===== src/rtl/registro_pkg.sv =====
// ============================================================================
// Package     : registro_pkg
// Description : Shared constants and helpers for the sample FIFO register:
//               default sample width, pointer/count width helpers and the
//               midscale (offset-binary zero) value for a given width.
// Revision    : 1.0 - initial release
// ============================================================================
`default_nettype none

package registro_pkg;

  // Default offset-binary sample width.
  localparam int DEFAULT_WIDTH = 12;

  // Pointer width for a DEPTH-entry array; kept at least one bit wide.
  function automatic int ptr_w(input int depth);
    return (depth > 1) ? $clog2(depth) : 1;
  endfunction

  // Occupancy counter width: must be able to represent DEPTH itself.
  function automatic int cnt_w(input int depth);
    return $clog2(depth) + 1;
  endfunction

  // Offset-binary zero: only the MSB set (12'h800 at 12 bits).
  function automatic logic [31:0] MIDSCALE(input int width);
    return 32'd1 << (width - 1);
  endfunction

endpackage : registro_pkg

`default_nettype wire


===== src/rtl/registro_fifo_mem.sv =====
// ============================================================================
// Module      : registro_fifo_mem
// Description : Simple dual-port sample storage. One synchronous write port,
//               one asynchronous read port. Contents are never reset.
// Revision    : 1.0 - initial release
// ============================================================================
`default_nettype none

module registro_fifo_mem
  import registro_pkg::*;
#(
  parameter int WIDTH = DEFAULT_WIDTH,
  parameter int DEPTH = 8
) (
  input  logic                     clk,
  input  logic                     we,
  input  logic [ptr_w(DEPTH)-1:0]  waddr,
  input  logic [WIDTH-1:0]         wdata,
  input  logic [ptr_w(DEPTH)-1:0]  raddr,
  output logic [WIDTH-1:0]         rdata
);

  logic [WIDTH-1:0] r_mem [DEPTH];

  // Write port: store the pushed sample on the rising edge.
  always_ff @(posedge clk) begin
    if (we) begin
      r_mem[waddr] <= wdata;
    end
  end

  // Read port is combinational so the head is visible before the pop edge.
  assign rdata = r_mem[raddr];

endmodule : registro_fifo_mem

`default_nettype wire


===== src/rtl/registro_fifo_muestras.sv =====
// ============================================================================
// Module      : registro_fifo_muestras
// Description : DEPTH-entry FIFO of WIDTH-bit offset-binary samples with a
//               registered output that resets to midscale. Provides
//               full/empty/count status and one-cycle overflow, underflow
//               and dato_valid pulses.
// Options     : REGISTRO_FIFO_MIDSCALE_ON_UNDERFLOW_EN - when defined, a pop
//               on an empty FIFO reloads dato_out with RESET_VAL so a
//               starving consumer returns to midscale; otherwise dato_out
//               holds its last value.
// Revision    : 1.0 - initial release
// ============================================================================
`default_nettype none

module registro_fifo_muestras
  import registro_pkg::*;
#(
  parameter int               WIDTH     = DEFAULT_WIDTH,
  parameter int               DEPTH     = 8,
  parameter logic [WIDTH-1:0] RESET_VAL = WIDTH'(MIDSCALE(WIDTH))
) (
  input  logic                     clk,
  input  logic                     rst,
  input  logic                     wr_en,
  input  logic [WIDTH-1:0]         dato_in,
  input  logic                     rd_en,
  output logic [WIDTH-1:0]         dato_out,
  output logic                     dato_valid,
  output logic                     full,
  output logic                     empty,
  output logic [cnt_w(DEPTH)-1:0]  count,
  output logic                     overflow,
  output logic                     underflow
);

  localparam int PTR_W = ptr_w(DEPTH);
  localparam int CNT_W = cnt_w(DEPTH);

  localparam logic [CNT_W-1:0] c_cnt_full = CNT_W'(DEPTH);
  localparam logic [CNT_W-1:0] c_cnt_one  = CNT_W'(1);
  localparam logic [PTR_W-1:0] c_ptr_one  = PTR_W'(1);

  logic [PTR_W-1:0] r_wr_ptr;
  logic [PTR_W-1:0] r_rd_ptr;
  logic [CNT_W-1:0] r_count;
  logic [WIDTH-1:0] r_dato_out;
  logic             r_dato_valid;
  logic             r_overflow;
  logic             r_underflow;

  logic             w_full;
  logic             w_empty;
  logic             w_push;
  logic             w_pop;
  logic             w_drop;
  logic             w_starve;
  logic [WIDTH-1:0] w_head;

  // Status is derived directly from the occupancy register.
  assign w_full  = (r_count == c_cnt_full);
  assign w_empty = (r_count == '0);

  // A full FIFO still accepts a push when a pop frees the head slot on the
  // same edge. An empty FIFO never pops: there is no write-to-read bypass.
  assign w_push   = wr_en && (!w_full || rd_en);
  assign w_pop    = rd_en && !w_empty;
  assign w_drop   = wr_en && !w_push;
  assign w_starve = rd_en && w_empty;

  registro_fifo_mem #(
    .WIDTH (WIDTH),
    .DEPTH (DEPTH)
  ) u_mem (
    .clk   (clk),
    .we    (w_push),
    .waddr (r_wr_ptr),
    .wdata (dato_in),
    .raddr (r_rd_ptr),
    .rdata (w_head)
  );

  // Pointers wrap naturally at DEPTH (power of two).
  always_ff @(posedge clk or posedge rst) begin
    if (rst) begin
      r_wr_ptr <= '0;
      r_rd_ptr <= '0;
    end else begin
      if (w_push) begin
        r_wr_ptr <= r_wr_ptr + c_ptr_one;
      end
      if (w_pop) begin
        r_rd_ptr <= r_rd_ptr + c_ptr_one;
      end
    end
  end

  // Occupancy: up on push only, down on pop only, otherwise unchanged.
  always_ff @(posedge clk or posedge rst) begin
    if (rst) begin
      r_count <= '0;
    end else begin
      case ({w_push, w_pop})
        2'b10:   r_count <= r_count + c_cnt_one;
        2'b01:   r_count <= r_count - c_cnt_one;
        default: r_count <= r_count;
      endcase
    end
  end

  // Output register: loads the head on a pop; underflow handling is a
  // build-time choice between holding and returning to midscale.
  always_ff @(posedge clk or posedge rst) begin
    if (rst) begin
      r_dato_out <= RESET_VAL;
    end else if (w_pop) begin
      r_dato_out <= w_head;
`ifdef REGISTRO_FIFO_MIDSCALE_ON_UNDERFLOW_EN
    end else if (w_starve) begin
      r_dato_out <= RESET_VAL;
`else
    end else begin
      r_dato_out <= r_dato_out;
`endif
    end
  end

  // Event pulses: each reflects only the edge just taken, never sticky.
  always_ff @(posedge clk or posedge rst) begin
    if (rst) begin
      r_dato_valid <= 1'b0;
      r_overflow   <= 1'b0;
      r_underflow  <= 1'b0;
    end else begin
      r_dato_valid <= w_pop;
      r_overflow   <= w_drop;
      r_underflow  <= w_starve;
    end
  end

  assign dato_out   = r_dato_out;
  assign dato_valid = r_dato_valid;
  assign full       = w_full;
  assign empty      = w_empty;
  assign count      = r_count;
  assign overflow   = r_overflow;
  assign underflow  = r_underflow;

endmodule : registro_fifo_muestras

`default_nettype wire

===== config.mk =====
export PLATFORM = sky130hd
export DESIGN_NAME = registro_fifo_muestras
export DESIGN_NICKNAME = d
export VERILOG_FILES = /design/src/rtl/registro_pkg.sv /design/src/rtl/registro_fifo_mem.sv /design/src/rtl/registro_fifo_muestras.sv
export SDC_FILE = /design/constraint.sdc
export NUM_CORES = 1
export LEC_CHECK = 0
export ABC_AREA = 1
export BUFFER_PORTS_ARGS = -buffer_cell sky130_fd_sc_hd__buf_4
export CAP_MARGIN = 15
export CORE_MARGIN = 2
export CORE_UTILIZATION = 45
export CTS_BUF_LIST = sky130_fd_sc_hd__clkbuf_4 sky130_fd_sc_hd__clkbuf_8
export CTS_CLUSTER_DIAMETER = 150
export CTS_CLUSTER_SIZE = 14
export DETAILED_ROUTE_END_ITERATION = 10
export GPL_ROUTABILITY_DRIVEN = 0
export PLACE_DENSITY_LB_ADDON = 0.08
export SYNTH_ARGS = -nofsm -noshare
export SYNTH_HDL_FRONTEND = slang
export SYNTH_SLANG_ARGS = --single-unit

===== constraint.sdc =====
create_clock -name clk -period 3.4 [get_ports clk]
set_clock_uncertainty 0.05 [all_clocks]
set_input_delay 0.34 -clock clk [delete_from_list [all_inputs] [get_ports clk]]
set_output_delay 0.34 -clock clk [all_outputs]
set_load 0.005 [all_outputs]

==> results of run 1 <==
-- flip-flops by register name, indices dropped and copies added (netlist names) --
name / flops
count: 4
dato_out: 12
dato_valid: 1
overflow: 1
r_rd_ptr: 3
r_wr_ptr: 3
u_mem.r_mem: 96
underflow: 1
-- worst min-delay path by stage --
stage                 start                end
5_1_grt          dato_in[5]  u_mem.r_mem[7][5]
6_report                rst        dato_out[7]
4_1_cts          dato_in[1]  u_mem.r_mem[7][1]
2_1_floorplan           rst           count[0]
3_5_place_dp    dato_out[1]        dato_out[1]
3_3_place_gp   dato_out[10]       dato_out[10]
-- worst max-delay path, cell delays in order (launching register included) --
cell and delay (ns):
dfrtp_1 0.47, nor2_2 0.08, nand3_2 0.08, inv_2 0.06, nor2_8 0.30, ha_1 0.28
nand2_1 0.07, inv_1 0.08, nor2_1 0.05, ha_1 0.17, a21oi_1 0.15, xor2_1 0.15
o21ai_0 0.09
-- cells in the final DEF, fill, tap and decap left out, drive strengths merged --
cell type / synthesis / routed
xor2: 4 / 4
inv: 18 / 18
a21oi: 1 / 1
clkinv: 0 / 5
dfstp: 1 / 1
xnor2: 2 / 2
dfrtp: 24 / 24
clkinvlp: 0 / 3
nor2: 111 / 111
clkbuf: 3 / 21
edfxtp: 96 / 96
nand3: 40 / 40
ha: 5 / 5
nand2: 47 / 47
or2: 1 / 1
nand4: 1 / 1
nor4: 1 / 1
buf: 17 / 48
bufinv: 0 / 3
o21ai: 52 / 52
-- where the power goes --
| group | switching, mW | total, mW | internal, mW |
|---|---|---|---|
| Combinational | 1.00 | 1.59 | 0.590 |
| Sequential | 0.188 | 2.09 | 1.90 |
| Clock | 0.566 | 1.36 | 0.790 |
| Total | 1.75 | 5.03 | 3.28 |
-- per-stage QoR --
stage	std cells	utilization	worst slack [ns]	total power, mW
floorplan	424	-	1.39	3.22
global route	624	0.536	1.00	5.38
global placement	592	0.496	1.29	3.71
detailed placement	592	0.496	1.21	3.73
CTS	624	0.536	1.20	5.09
finish	624	0.536	1.19	5.03
-- layer usage --
metal,up-vias,track usage,wire (um)
li1,1549,-,-
met1,1477,0.263,4990
met2,66,0.300,5000
met3,8,0.0574,463
met4,0,0.0568,93
met5,-,0,0
-- final cells by class --
class,count,share of cell area
flip-flops and latches,121,0.607
clock buffers,21,0.0489
well taps,140,0.0303
repair buffers,48,0.0623
inverters,18,0.0117
multi-input cells,265,0.215
clock inverters,11,0.0251
-- cells by family (layout without fill, tap and decap cells) --
kind of cell,after synthesis,after routing,share of synthesized area
buf+inv,38,98,0.0438
xor+xnor,6,6,0.0106
fa+ha+maj,5,5,0.0126
compound gates,53,53,0.0534
simple gates,201,201,0.174
flops,121,121,0.706
==> metrics.yaml, run 1 <==
outcome: "completed"
final_antenna_net_count: 0
drv_slew: 0
cp-endpoint: "count[2]"
finalHoldViolCount: 0
finalCritPeriodShare: 0.650
wl_per_cell_um: 16.9
drc: 0
r2r_cells: 12
grt_pass1_wl_mm: 16.4
dpl_cell_area_sq_mm: 0.00536
synth_area_per_cell_sq_um: 11.7
synthTopCellsByCount: "nor2_1, edfxtp_1, nand2_1"
critPathMaxFanout: 20
coreArea_sq_mm: 0.0108
crit_type: "reg -> reg"
hold_class: "in -> async"
critPathLaunch: "count[1]"
vias: 3100
tns_ns: 0
hpwl_mm: 6.27
area_growth_syn_to_layout_pct: 16.4
setup_viol: 0
port_buffers: 36
clk_latency_ns: 0.42
cts_made_buffers: 17
nets: 492
cp.arrival_ns: 2.46
worst_pin_slew_ns: 0.968
hold-worst-slack_ns: 0.0893
slew_headroom: 0.354
finalWirelength_mm: 10.5
rrSetupSlack_ns: 1.19
cp.required_ns: 3.65
ys_ff_latch: 121
multiInputGateArea_sq_mm: 0.00124
netlist_area_sq_mm: 0.00497
cts_tree: "yes"
final_area_sq_mm: 0.00578
yosysUniqueCellTypes: 25
vdd_ir_drop_max_mv: 0.330
cts.htree.levels: 4
p_leak_nw: 2.26
drtPass1Iterations: 4
timing.rr.end: "count[2]"
clock.fmax_mhz: 453
overflow: 0
seqCellArea_sq_mm: 0.00351
yosys.area.top_type: "edfxtp_1"
die_h_um: 109
yosysSeqAreaShare: 0.706
post_cts_resized: 0
rows: 38
synth_top_area_frac: 0.580
finalCriticalPeriod_ns: 2.21
grtUsageTotal: 0.193
start_util: 0.461
grt_start_max_net_pins: 49
yosys_most_used_dff: "edfxtp_1"
synth_warnings: 0
clk_pin_slew_worst_paths_ns: 0.07
ys_top_cells_by_area: "edfxtp_1, dfrtp_1, nor2_1"
powerDensity_mw_per_mm2: 870
netlist_instances: 424
num_antenna_cells: 0
clockBufferDepth: 2
hold_buffers: 0
grt_pass1_vias: 2979
fill_cells: 942
cts_root_buffer: "clkbuf_8"
rsz0062_at_grt: "no"
routed_via_density: 4.97
antenna_found_initial: 0
synth_nets: 445
postCtsSetupBuffers: 0
r2r_start: "count[1]"
synth_most_common_cell: "nor2_1"
io_pins: 37
start_kind: "flop"
maxCapViolations: 0
async_flop_share: 0.207
end_kind: "flop"
die_area_sq_mm: 0.0119
cts_sinks: 121
die_width_um: 109
synth_edf_count: 96
initialDrtViolationCount: 215
drive_gt1_frac: 0.205
Note: power is estimated with default switching activity, not from simulation.
==> run 2: changes to the inputs <==
Clock period 3.4 ns to 2.1 ns, I/O delays scaled along.
==> metrics.yaml, run 2 (synthesis results as in run 1) <==
outcome: "completed"
maxCapViolations: 0
cp.required_ns: 2.36
io_pins: 37
powerDensity_mw_per_mm2: 1400
nets: 519
finalHoldViolCount: 0
cts_sinks: 121
fill_cells: 916
routed_via_density: 5.02
hold_class: "in -> reg"
layout_commonest_cell: "nor2_1"
cts_root_buffer: "clkbuf_8"
finalCritPeriodShare: 0.902
final_antenna_net_count: 0
rsz0062_at_grt: "no"
end_kind: "flop"
num_antenna_cells: 0
cp.arrival_ns: 2.16
grt_start_max_net_pins: 30
hpwl_mm: 6.49
overflow: 0
drv_slew: 0
power.total_mw: 8.51
port_buffers: 36
die_h_um: 109
clock.fmax_mhz: 528
clk_latency_ns: 0.42
cts_tree: "yes"
hold-worst-slack_ns: 0.0772
drtPass1Iterations: 4
cts_made_buffers: 17
slew_headroom: 0.671
critPathMaxFanout: 19
grt_pass1_vias: 3109
cts.htree.levels: 4
vdd_ir_drop_max_mv: 0.703
clk_pin_slew_worst_paths_ns: 0.07
grtUsageTotal: 0.193
regMostFlops: "u_mem.r_mem"
coreArea_sq_mm: 0.0108
initialDrtViolationCount: 183
die_width_um: 109
finalCriticalPeriod_ns: 1.89
final_cell_mix: "nor2_1, edfxtp_1, buf_4, nand2_1, nand3_1"
grt_pass1_wl_mm: 16.4
drc: 0
worst_slack_ns: 0.205
drive_gt1_frac: 0.221
antenna_found_initial: 0
worst_pin_slew_ns: 0.492
start_util: 0.461
area_growth_syn_to_layout_pct: 22.5
die_area_sq_mm: 0.0119
vias: 3269
clockBufferDepth: 2
setup_viol: 0
tns_ns: 0
p_leak_nw: 2.40
rows: 38
crit_type: "reg -> reg"
pre_cts_ws_ns: 0.159
start_kind: "flop"
finalWirelength_mm: 10.4
largest_register_ffs: 96
wl_per_cell_um: 16.0
run 2: changes by cell type in the layout (fill, tap and decap cells not counted), sizes merged:
cell | before | now
dlygate4sd3 | 0 | 14
clkinv | 5 | 4
clkbuf | 21 | 20
buf | 48 | 61
bufinv | 3 | 5
run 2: metal layers:
layer / part of all wire / global-route usage
met1: 0.47 / 0.260
met2: 0.47 / 0.298
met3: 0.051 / 0.0604
met4: 0.011 / 0.0614
met5: 0 / 0
run 2: stage by stage:
| step | utilization | cells | instance area (sq um) |
|---|---|---|---|
| finish | 0.564 | 651 | 6090 |
| global route | 0.564 | 651 | 6090 |
| CTS | 0.563 | 650 | 6080 |
| detailed placement | 0.507 | 604 | 5470 |
| global placement | 0.507 | 604 | 5470 |
| floorplan | - | 424 | 4970 |
run 2: critical path, stage by stage, from the launching register on:
cell,delay [ns]
dfrtp_1,0.43
inv_1,0.12
nand3_2,0.10
inv_2,0.12
nor2_8,0.04
buf_4,0.21
ha_1,0.27
xnor2_1,0.20
nand3_1,0.11
nand3_1,0.09
nand2_1,0.05
run 2: path summary, 6_finish.rpt:
check / startpoint / end / slack [ns] / cells after the start
min reg2reg: dato_out[11] / dato_out[11] / 0.42 / 2
max reg2reg: count[2] / count[3] / 0.21 / 10
min: rd_en / overflow / 0.08 / 4
max: count[2] / count[3] / 0.21 / 10
min in group asynchronous: rst / dato_out[7] / 0.35 / 4
max in group asynchronous: rst / dato_out[11] / 1.35 / 4
run 2: area by class of cell:
cell class,count,area [sq um],share of cell area
clock inverter,12,196,0.0323
timing repair buffer,75,623,0.102
tap,140,175,0.0288
inverter,18,67.6,0.0111
multi-input combinational,265,1250,0.205
clock buffer,20,269,0.0442
sequential,121,3510,0.577
run 2: where the power goes:
group,switching [mW],total (mW),internal [mW]
sequential,0.199,3.27,3.08
combinational,1.75,2.86,1.11
clock,0.891,2.38,1.48
run 2: what timing repair did:
action,in CTS,in global routing
hold buffers,14,0
resized for setup,0,1
hold endpoints to repair,121,0
setup buffers,0,1
setup endpoints to repair,0,1
==> run 3: changes to the inputs <==
Clock period 2.1 ns to 1.8 ns, I/O delays scaled along.
==> metrics.yaml, run 3 (synthesis results as in run 1) <==
outcome: "finished with violations"
failed_checks: "setup timing"
overflow: 0
cp.required_ns: 1.89
min-delay-start: "rd_en"
start_util: 0.461
crit_type: "reg -> reg"
rows: 38
cts_sinks: 121
r2r_start: "count[1]"
finalHoldViolCount: 0
die_width_um: 109
grt_pass1_vias: 3188
finalWirelength_mm: 11.2
die_h_um: 109
drive_gt1_frac: 0.279
timing.rr.end: "u_mem.r_mem[0][4]"
fill_cells: 901
finalCriticalPeriod_ns: 1.89
finalCritPeriodShare: 1.05
cts_made_buffers: 17
drtPass1Iterations: 5
min_to: "underflow"
clock.fmax_mhz: 530
worst_slack_ns: -0.0877
drv_slew: 0
layout_commonest_cell: "edfxtp_1"
cp.arrival_ns: 1.98
io_pins: 37
coreArea_sq_mm: 0.0108
port_buffers: 36
largest_register_ffs: 96
die_area_sq_mm: 0.0119
final_antenna_net_count: 0
routed_via_density: 5.01
worst_pin_slew_ns: 0.446
vias: 3342
power.total_mw: 10.1
hold_class: "in -> reg"
rsz0062_at_grt: "yes"
rrSetupSlack_ns: -0.09
clk_latency_ns: 0.43
drc: 0
antenna_found_initial: 0
clk_pin_slew_worst_paths_ns: 0.07
grt_start_max_net_pins: 51
clockBufferDepth: 2
nets: 535
hpwl_mm: 7.02
final_cell_mix: "edfxtp_1, nor2_1, buf_4, nand2_1, nand3_1"
fin_util: 0.587
placed_cells: 612
regMostFlops: "u_mem.r_mem"
cts.htree.levels: 4
vdd_ir_drop_max_mv: 0.797
slew_headroom: 0.703
wl_per_cell_um: 16.8
p_leak_nw: 2.47
holdPathStages: 4
layout.cells.non_filler: 667
cts_tree: "yes"
cts_root_buffer: "clkbuf_8"
area_growth_syn_to_layout_pct: 27.5
start_kind: "flop"
maxCapViolations: 0
powerDensity_mw_per_mm2: 1600
critPathMaxFanout: 5
grtUsageTotal: 0.202
setup_viol: 43
initialDrtViolationCount: 274
grt_pass1_wl_mm: 17.3
end_kind: "flop"
r2r_cells: 8
num_antenna_cells: 0
[run 3: cell types whose count changed in the layout (fill, tap and decap cells not counted), sizes merged]
cell / before / now
buf: 61 / 77
clkinv: 4 / 7
bufinv: 5 / 3
clkbuf: 20 / 18
clkinvlp: 3 / 4
[run 3: what timing repair did]
action | in CTS | in global routing
hold buffers | 14 | 0
gates resized for setup | 7 | 29
pin swaps | 2 | 12
setup endpoints to repair | 51 | 71
gates cloned | 0 | 0
buffers inserted | 0 | 9
hold endpoints to repair | 121 | 0
[run 3: worst max-delay path by stage]
stage / from / to / depth (start not counted)
2_1_floorplan: count[2] / u_mem.r_mem[0][0] / 5
3_3_place_gp: count[2] / u_mem.r_mem[0][11] / 7
3_5_place_dp: count[0] / count[2] / 13
4_1_cts: count[2] / u_mem.r_mem[7][2] / 6
5_1_grt: count[1] / count[2] / 12
6_report: count[1] / u_mem.r_mem[0][4] / 8
[run 3: stage by stage]
step	setup TNS [ns]	hold slack (ns)	setup slack, ns	instance area (sq um)
after floorplan	-7.41	0.157	-0.151	5010
final	-1.12	0.105	-0.0877	6340
after global routing	-5.79	0.0884	-0.217	6340
after detailed placement	-4.39	0.205	-0.136	5550
after global placement	-4.09	0.204	-0.136	5550
after CTS	-2.93	0.0687	-0.123	6130
[run 3: layer usage]
layer / global-route usage / wire length (um) / vias up
li1: - / - / 1634
met1: 0.279 / 5020 / 1588
met2: 0.301 / 5240 / 98
met3: 0.0646 / 702 / 22
met4: 0.0705 / 237 / 0
met5: 0 / 0 / -
[run 3: where the power goes]
part           internal, mW  switching (mW)
clock                  1.36            1.06
combinational          1.58            2.28
sequential             3.59           0.242
total                  6.53            3.59
[run 3: area by class of cell]
cell class / count / area, sq um / share of cell area
Sequential cell: 121 / 3510 / 0.554
Multi-Input combinational cell: 265 / 1380 / 0.218
Timing Repair Buffer: 91 / 802 / 0.127
Clock buffer: 18 / 241 / 0.0381
Tap cell: 140 / 175 / 0.0276
Clock inverter: 14 / 156 / 0.0247
Inverter: 18 / 72.6 / 0.0114
[run 3: worst max-delay path, stage by stage (launching register included)]
cell and delay [ns]:
dfrtp_1 0.41, nor2_4 0.06, nand4_1 0.11, nand2_2 0.08, buf_6 0.12, buf_4 0.13
or2_4 0.28, nor2_4 0.17, buf_4 0.18
